===== config.mk =====
export PLATFORM = sky130hd
export DESIGN_NAME = sme_driver
export DESIGN_NICKNAME = d
export VERILOG_FILES = /design/src/rtl/sme_driver.sv
export SDC_FILE = /design/constraint.sdc
export NUM_CORES = 1
export LEC_CHECK = 0
export ABC_CLOCK_PERIOD_IN_PS = 3200
export CAP_MARGIN = 20
export CELL_PAD_IN_SITES_DETAIL_PLACEMENT = 1
export CELL_PAD_IN_SITES_GLOBAL_PLACEMENT = 1
export CORE_AREA = 2 2 185 187
export CTS_CLUSTER_DIAMETER = 150
export DETAILED_ROUTE_END_ITERATION = 10
export DIE_AREA = 0 0 187 189
export PLACE_DENSITY = 0.78
export SYNTH_ARGS = -nofsm -noshare
export SYNTH_HDL_FRONTEND = slang
export SYNTH_SLANG_ARGS = --single-unit

===== constraint.sdc =====
create_clock -name clk -period 3.2 [get_ports clk]
set_clock_uncertainty 0.05 [all_clocks]
set_input_delay 0.64 -clock clk [delete_from_list [all_inputs] [get_ports clk]]
set_output_delay 0.64 -clock clk [all_outputs]
set_load 0.01 [all_outputs]

===== src/rtl/sme_driver.sv =====
// Host-side transmitter for the string-matching engine: buffers a string
// and a pattern, streams them out one character per cycle, then waits for
// the engine result and reports it with a one-cycle done pulse.
// Ports:
//   clk, reset        clock, synchronous active-high reset
//   wr_en/wr_sel/wr_addr/wr_data  buffer write port (sel 0 = string, 1 = pattern)
//   str_len, pat_len, keep_str, start  transaction request (sampled at start)
//   busy, done, result_match, result_index, err, timeout  host status
//   chardata, isstring, ispattern  character stream to the engine
//   sme_valid, sme_match, sme_match_index  engine result
module sme_driver #(
    parameter int STR_MAX = 32,
    parameter int PAT_MAX = 8,
    parameter int TIMEOUT = 1023
) (
    input  logic       clk,
    input  logic       reset,
    input  logic       wr_en,
    input  logic       wr_sel,
    input  logic [4:0] wr_addr,
    input  logic [7:0] wr_data,
    input  logic [5:0] str_len,
    input  logic [3:0] pat_len,
    input  logic       keep_str,
    input  logic       start,
    output logic       busy,
    output logic       done,
    output logic       result_match,
    output logic [4:0] result_index,
    output logic       err,
    output logic       timeout,
    output logic [7:0] chardata,
    output logic       isstring,
    output logic       ispattern,
    input  logic       sme_valid,
    input  logic       sme_match,
    input  logic [4:0] sme_match_index
);

    localparam logic [5:0] STR_LIM = 6'(STR_MAX);
    localparam logic [3:0] PAT_LIM = 4'(PAT_MAX);
    localparam logic [9:0] TO_CNT  = 10'(TIMEOUT);

    typedef enum logic [2:0] {
        IDLE, SEND_STR, SEND_PAT, WAIT, DONE
    } state_t;

    state_t      state_q, state_d;
    logic [4:0]  str_idx_q, str_idx_d;
    logic [2:0]  pat_idx_q, pat_idx_d;
    logic [9:0]  cnt_q, cnt_d;
    logic [5:0]  str_len_q, str_len_d;
    logic [3:0]  pat_len_q, pat_len_d;
    logic        str_ok_q, str_ok_d;
    logic        err_pend_q, err_pend_d;
    logic        to_pend_q, to_pend_d;
    logic        busy_q, busy_d;
    logic        done_q, done_d;
    logic        err_q, err_d;
    logic        timeout_q, timeout_d;
    logic        res_match_q, res_match_d;
    logic [4:0]  res_index_q, res_index_d;
    logic [7:0]  chardata_q, chardata_d;
    logic        isstring_q, isstring_d;
    logic        ispattern_q, ispattern_d;

    logic [7:0]  str_buf_q [STR_MAX];
    logic [7:0]  pat_buf_q [PAT_MAX];

    logic        wr_ok;
    logic        need_str;
    logic        len_bad;
    logic [4:0]  str_nxt;
    logic [2:0]  pat_nxt;

    // Buffers only change while idle and not starting, so a transmit
    // never sees a character change under it.
    assign wr_ok   = wr_en && (state_q == IDLE) && !start;
    assign str_nxt = str_idx_q + 5'd1;
    assign pat_nxt = pat_idx_q + 3'd1;

    always_comb begin
        state_d     = state_q;
        str_idx_d   = str_idx_q;
        pat_idx_d   = pat_idx_q;
        cnt_d       = cnt_q;
        str_len_d   = str_len_q;
        pat_len_d   = pat_len_q;
        str_ok_d    = str_ok_q;
        err_pend_d  = err_pend_q;
        to_pend_d   = to_pend_q;
        busy_d      = busy_q;
        done_d      = 1'b0;
        err_d       = 1'b0;
        timeout_d   = 1'b0;
        res_match_d = res_match_q;
        res_index_d = res_index_q;
        chardata_d  = chardata_q;
        isstring_d  = isstring_q;
        ispattern_d = ispattern_q;
        // A keep_str request only skips the string if the engine holds one.
        need_str    = !(keep_str && str_ok_q);
        len_bad     = (pat_len == 4'd0) || (pat_len > PAT_LIM) ||
                      (need_str && ((str_len == 6'd0) || (str_len > STR_LIM)));
        unique case (state_q)
            IDLE: begin
                if (start) begin
                    busy_d    = 1'b1;
                    str_len_d = str_len;
                    pat_len_d = pat_len;
                    str_idx_d = 5'd0;
                    pat_idx_d = 3'd0;
                    if (len_bad) begin
                        err_pend_d = 1'b1;
                        state_d    = DONE;
                    end else if (need_str) begin
                        chardata_d = str_buf_q[0];
                        isstring_d = 1'b1;
                        state_d    = SEND_STR;
                    end else begin
                        chardata_d  = pat_buf_q[0];
                        ispattern_d = 1'b1;
                        state_d     = SEND_PAT;
                    end
                end
            end
            SEND_STR: begin
                if ({1'b0, str_idx_q} == str_len_q - 6'd1) begin
                    str_ok_d    = 1'b1;
                    chardata_d  = pat_buf_q[0];
                    isstring_d  = 1'b0;
                    ispattern_d = 1'b1;
                    state_d     = SEND_PAT;
                end else begin
                    str_idx_d  = str_nxt;
                    chardata_d = str_buf_q[str_nxt];
                end
            end
            SEND_PAT: begin
                if ({1'b0, pat_idx_q} == pat_len_q - 4'd1) begin
                    chardata_d  = 8'd0;
                    ispattern_d = 1'b0;
                    cnt_d       = 10'd0;
                    state_d     = WAIT;
                end else begin
                    pat_idx_d  = pat_nxt;
                    chardata_d = pat_buf_q[pat_nxt];
                end
            end
            WAIT: begin
                if (sme_valid) begin
                    res_match_d = sme_match;
                    res_index_d = sme_match_index;
                    state_d     = DONE;
                end else if (cnt_q == TO_CNT) begin
                    res_match_d = 1'b0;
                    res_index_d = 5'd0;
                    to_pend_d   = 1'b1;
                    str_ok_d    = 1'b0;
                    state_d     = DONE;
                end else begin
                    cnt_d = cnt_q + 10'd1;
                end
            end
            DONE: begin
                done_d     = 1'b1;
                busy_d     = 1'b0;
                err_d      = err_pend_q;
                timeout_d  = to_pend_q;
                if (err_pend_q) begin
                    str_ok_d = 1'b0;
                end
                err_pend_d = 1'b0;
                to_pend_d  = 1'b0;
                state_d    = IDLE;
            end
            default: state_d = IDLE;
        endcase
    end

    always_ff @(posedge clk) begin
        if (reset) begin
            state_q     <= IDLE;
            str_idx_q   <= 5'd0;
            pat_idx_q   <= 3'd0;
            cnt_q       <= 10'd0;
            str_len_q   <= 6'd0;
            pat_len_q   <= 4'd0;
            str_ok_q    <= 1'b0;
            err_pend_q  <= 1'b0;
            to_pend_q   <= 1'b0;
            busy_q      <= 1'b0;
            done_q      <= 1'b0;
            err_q       <= 1'b0;
            timeout_q   <= 1'b0;
            res_match_q <= 1'b0;
            res_index_q <= 5'd0;
            chardata_q  <= 8'd0;
            isstring_q  <= 1'b0;
            ispattern_q <= 1'b0;
        end else begin
            state_q     <= state_d;
            str_idx_q   <= str_idx_d;
            pat_idx_q   <= pat_idx_d;
            cnt_q       <= cnt_d;
            str_len_q   <= str_len_d;
            pat_len_q   <= pat_len_d;
            str_ok_q    <= str_ok_d;
            err_pend_q  <= err_pend_d;
            to_pend_q   <= to_pend_d;
            busy_q      <= busy_d;
            done_q      <= done_d;
            err_q       <= err_d;
            timeout_q   <= timeout_d;
            res_match_q <= res_match_d;
            res_index_q <= res_index_d;
            chardata_q  <= chardata_d;
            isstring_q  <= isstring_d;
            ispattern_q <= ispattern_d;
        end
    end

    // Buffer contents survive reset.
    always_ff @(posedge clk) begin
        if (wr_ok && !wr_sel) begin
            str_buf_q[wr_addr] <= wr_data;
        end
        if (wr_ok && wr_sel) begin
            pat_buf_q[wr_addr[2:0]] <= wr_data;
        end
    end

    assign busy         = busy_q;
    assign done         = done_q;
    assign err          = err_q;
    assign timeout      = timeout_q;
    assign result_match = res_match_q;
    assign result_index = res_index_q;
    assign chardata     = chardata_q;
    assign isstring     = isstring_q;
    assign ispattern    = ispattern_q;

endmodule


==> out/qor.txt <==
Max-slew violation count: 0
Fin. Hold Viols: 0
Sw Share: 26.73%
Leakage: 5.872 nW
Routed wl met2: 19200 um
Clock power frac: 36.2%
Final setup fails: 0
Via count: 9054
Post-DP Area: 0.01695 sq mm
CTS tree: done
Layout cells sized above 1: 21.34%
Fin Setup TNS: 0 ns
Design area: 0.01827 sq mm
Max clock buf depth: 3
Starting Density: 46.36%
Initial antenna violation count: 4
Reg clk slew, reported paths: 0.06 ns
Final setup margin: 0.1968 ns
Required time of the critical path: 3.57 ns
Pwr Total: 0.01288 W
Worst Setup Start Kind: flop
# H-tree levels: 2
Internal power: 0.009436 W
Maximum vdd drop: 0.0004887 V
Unique masters post-synth: 58
Min cycle time layout: 3.003 ns
Clk root buf: clkbuf_16
Logic pwr share: 20.6%
Overall routing resource usage: 21.81%
Via density: 5.841
Tightest Hold Check Type: reg2reg
CP max FO: 11
Crit. End Element: flop
Max_cap viols: 0
Largest cells by area after synthesis: edfxtp_1, mux4_2, dfxtp_1, nand2_1, nor2_1
Syn Std Cell Area: 0.01543 sq mm
Top Ports: 56
P_sw: 0.003442 W
Worst slew pin tran: 1.054 ns
Commonest cells in the netlist: edfxtp_1, nand2_1, mux4_2, nor2_1, dfxtp_1
Final ANT Viol Nets: 0
Synth-to-Final Area Change: 18.41%
Detailed-route wire length: 37830 um
Total grt overflow: 0
CP Class: reg2reg
Most frequent cell after synthesis: edfxtp_1
DRC violations left: 0
Mapped Nets: 989
Max-Slew Margin vs Limit: 29.23%
RSZ-0062 raised after global routing: false
Flop and latch count out of synthesis: 374
Initial drt markers: 636
Sequential area share after synthesis: 69.29%
Flop pwr share: 43.3%
DR WL/cell: 24.40 um
Post-CTS Setup Inserts: 0
Detailed placement HPWL: 24770 um
Layout Nets: 1114
Fmax: 0.3330 GHz
Post_cts resized: 0
GPL Wtd Cong: 0.7938
Clock sinks: 374
DRT met1 WL: 15410 um
Pre-antenna DRT Iters: 7
Std-Cell Rows: 67
Cell count after synthesis: 948
TritonCTS buffer count: 40
DIE HEIGHT: 189 um
CTS Hold Bufs: 0
Status: finished, final reports clean
Mean post-synth cell area: 16.27 sq um
Total placed cells including tap cells: 1479
Number of synthesized flops with an enable pin: 320
Top layer in use: met5
Die Area: 0.03534 sq mm
Pre-CTS WS: -0.08363 ns
Synth area leader: edfxtp_1
Ys async rst share: 0%
Largest net degree at the start of global routing: 53
Met3 WL post-DR: 1924 um
Worst path max stage delay: 0.84 ns
Global-route wire length before repair: 58260 um
Crit path DAT: 3.38 ns
Cell Chain, Critical Path: ha_2 -> nand3_1 -> xnor2_1 -> mux4_2 -> mux2_2 -> a221o_1 -> a22o_1
Port Buf Inserts: 55
Finished Layout Cells: 1550
Die span in x: 187 um
Core ar.: 0.03328 sq mm
Number of global-route vias before repair: 9841
Slowest CP cell: xnor2_1
Power Density: 704.9 mW/mm^2
Skew-Pair Late Insertion Delay: 0.54 ns
Dominant synthesized flop cell: edfxtp_1
Share of the synthesized area in the top cell type: 62.28%
Synth Warn #: 0
Final Cycle Share: 93.85%
-- metrics by stage --
step	utilization, %	hold WS [ns]
CTS	54.89	0.4361
finish	54.89	0.4331
floorplan	-	0.3807
global route	54.89	0.4651
detailed placement	50.93	0.4250
global placement	50.93	0.4004
-- routing by layer --
| metal | vias to the layer above | global-route usage [%] |
|---|---|---|
| met5 | - | 0 |
| met4 | 2 | 8.852 |
| met3 | 90 | 3.800 |
| met2 | 264 | 37.46 |
| met1 | 4705 | 27.66 |
| li1 | 3993 | - |
-- layout by cell type (no fill, tap or decap), drive strengths merged, types with 6 or more instances in the layout --
cell	instances
buf	81
and3	9
a311oi	8
clkinv	10
a21boi	8
a21o	7
a211oi	7
and4	7
or4	9
and2	7
clkdlybuf4s50	55
nand2b	10
edfxtp	320
a32oi	6
inv	11
a22oi	8
nor2	71
nand3	13
clkbuf	48
nor3	11
mux4	84
xnor2	21
nor2b	8
mux2i	16
dfxtp	54
a221o	7
o21ai	16
nand2	87
a21oi	34
-- cell type report --
class,instances,area (sq um)
clock buffer,48,1062
clock inverter,22,252.7
antenna,1,2.502
fill,3125,15010
timing repair buffer,136,1196
inverter,8,30.03
tap,448,560.5
sequential,374,10690
multi-input combinational,513,4471
-- power by group through the flow --
stage / clock network, W / logic (W) / registers, W
finish: 0.00466 / 0.00265 / 0.00557
global route: 0.00490 / 0.00287 / 0.00559
CTS: 0.00474 / 0.00268 / 0.00557
detailed placement: 0 / 0.00265 / 0.00567
global placement: 0 / 0.00259 / 0.00566
floorplan: 0 / 0.00184 / 0.00560
-- final timing paths --
kind / start / endpoint / slack (ns) / depth (start not counted)
setup / recovery: str_idx_q[0]$_SDFFE_PP0P_ / chardata[6]$_SDFFE_PP0P_ / 0.20 / 7
hold / removal: ispattern$_SDFFE_PP0P_ / ispattern$_SDFFE_PP0P_ / 0.43 / 2
setup reg to reg: str_idx_q[0]$_SDFFE_PP0P_ / chardata[6]$_SDFFE_PP0P_ / 0.20 / 7
hold reg to reg: ispattern$_SDFFE_PP0P_ / ispattern$_SDFFE_PP0P_ / 0.43 / 2
-- flip-flops by register name, indices dropped and copies added, names as in the netlist, 3 cells and up --
signal and cells:
pat_buf_q 64, str_buf_q 256, cnt_q 10, chardata 8
str_len_q 6, pat_len_q 4, result_index 5, state_q 3
pat_idx_q 3, str_idx_q 5
-- critical path, delay by kind of cell, from the launching register on --
family	cells	cell delay (ns)
adder cells (fa/ha/maj)	1	0.20
flip-flops	1	0.41
AO/OA/AOI/OAI	2	0.52
XOR/XNOR	1	0.84
AND/OR/NAND/NOR	1	0.09
multiplexers	2	0.77
-- cell families (layout without fill, tap and decap cells) --
| kind of cell | Yosys count | in the layout | synth area share, % |
|---|---|---|---|
| flip-flops | 374 | 374 | 69.29 |
| XOR/XNOR | 26 | 26 | 1.525 |
| multiplexers | 102 | 102 | 13.45 |
| buffers and inverters | 61 | 214 | 1.800 |
| other | 0 | 1 | 0 |
| adder cells (fa/ha/maj) | 5 | 5 | 0.4055 |
| AND/OR/NAND/NOR | 258 | 258 | 8.061 |
| AO/OA/AOI/OAI | 122 | 122 | 5.474 |
Note: power is estimated with default switching activity, not from simulation.
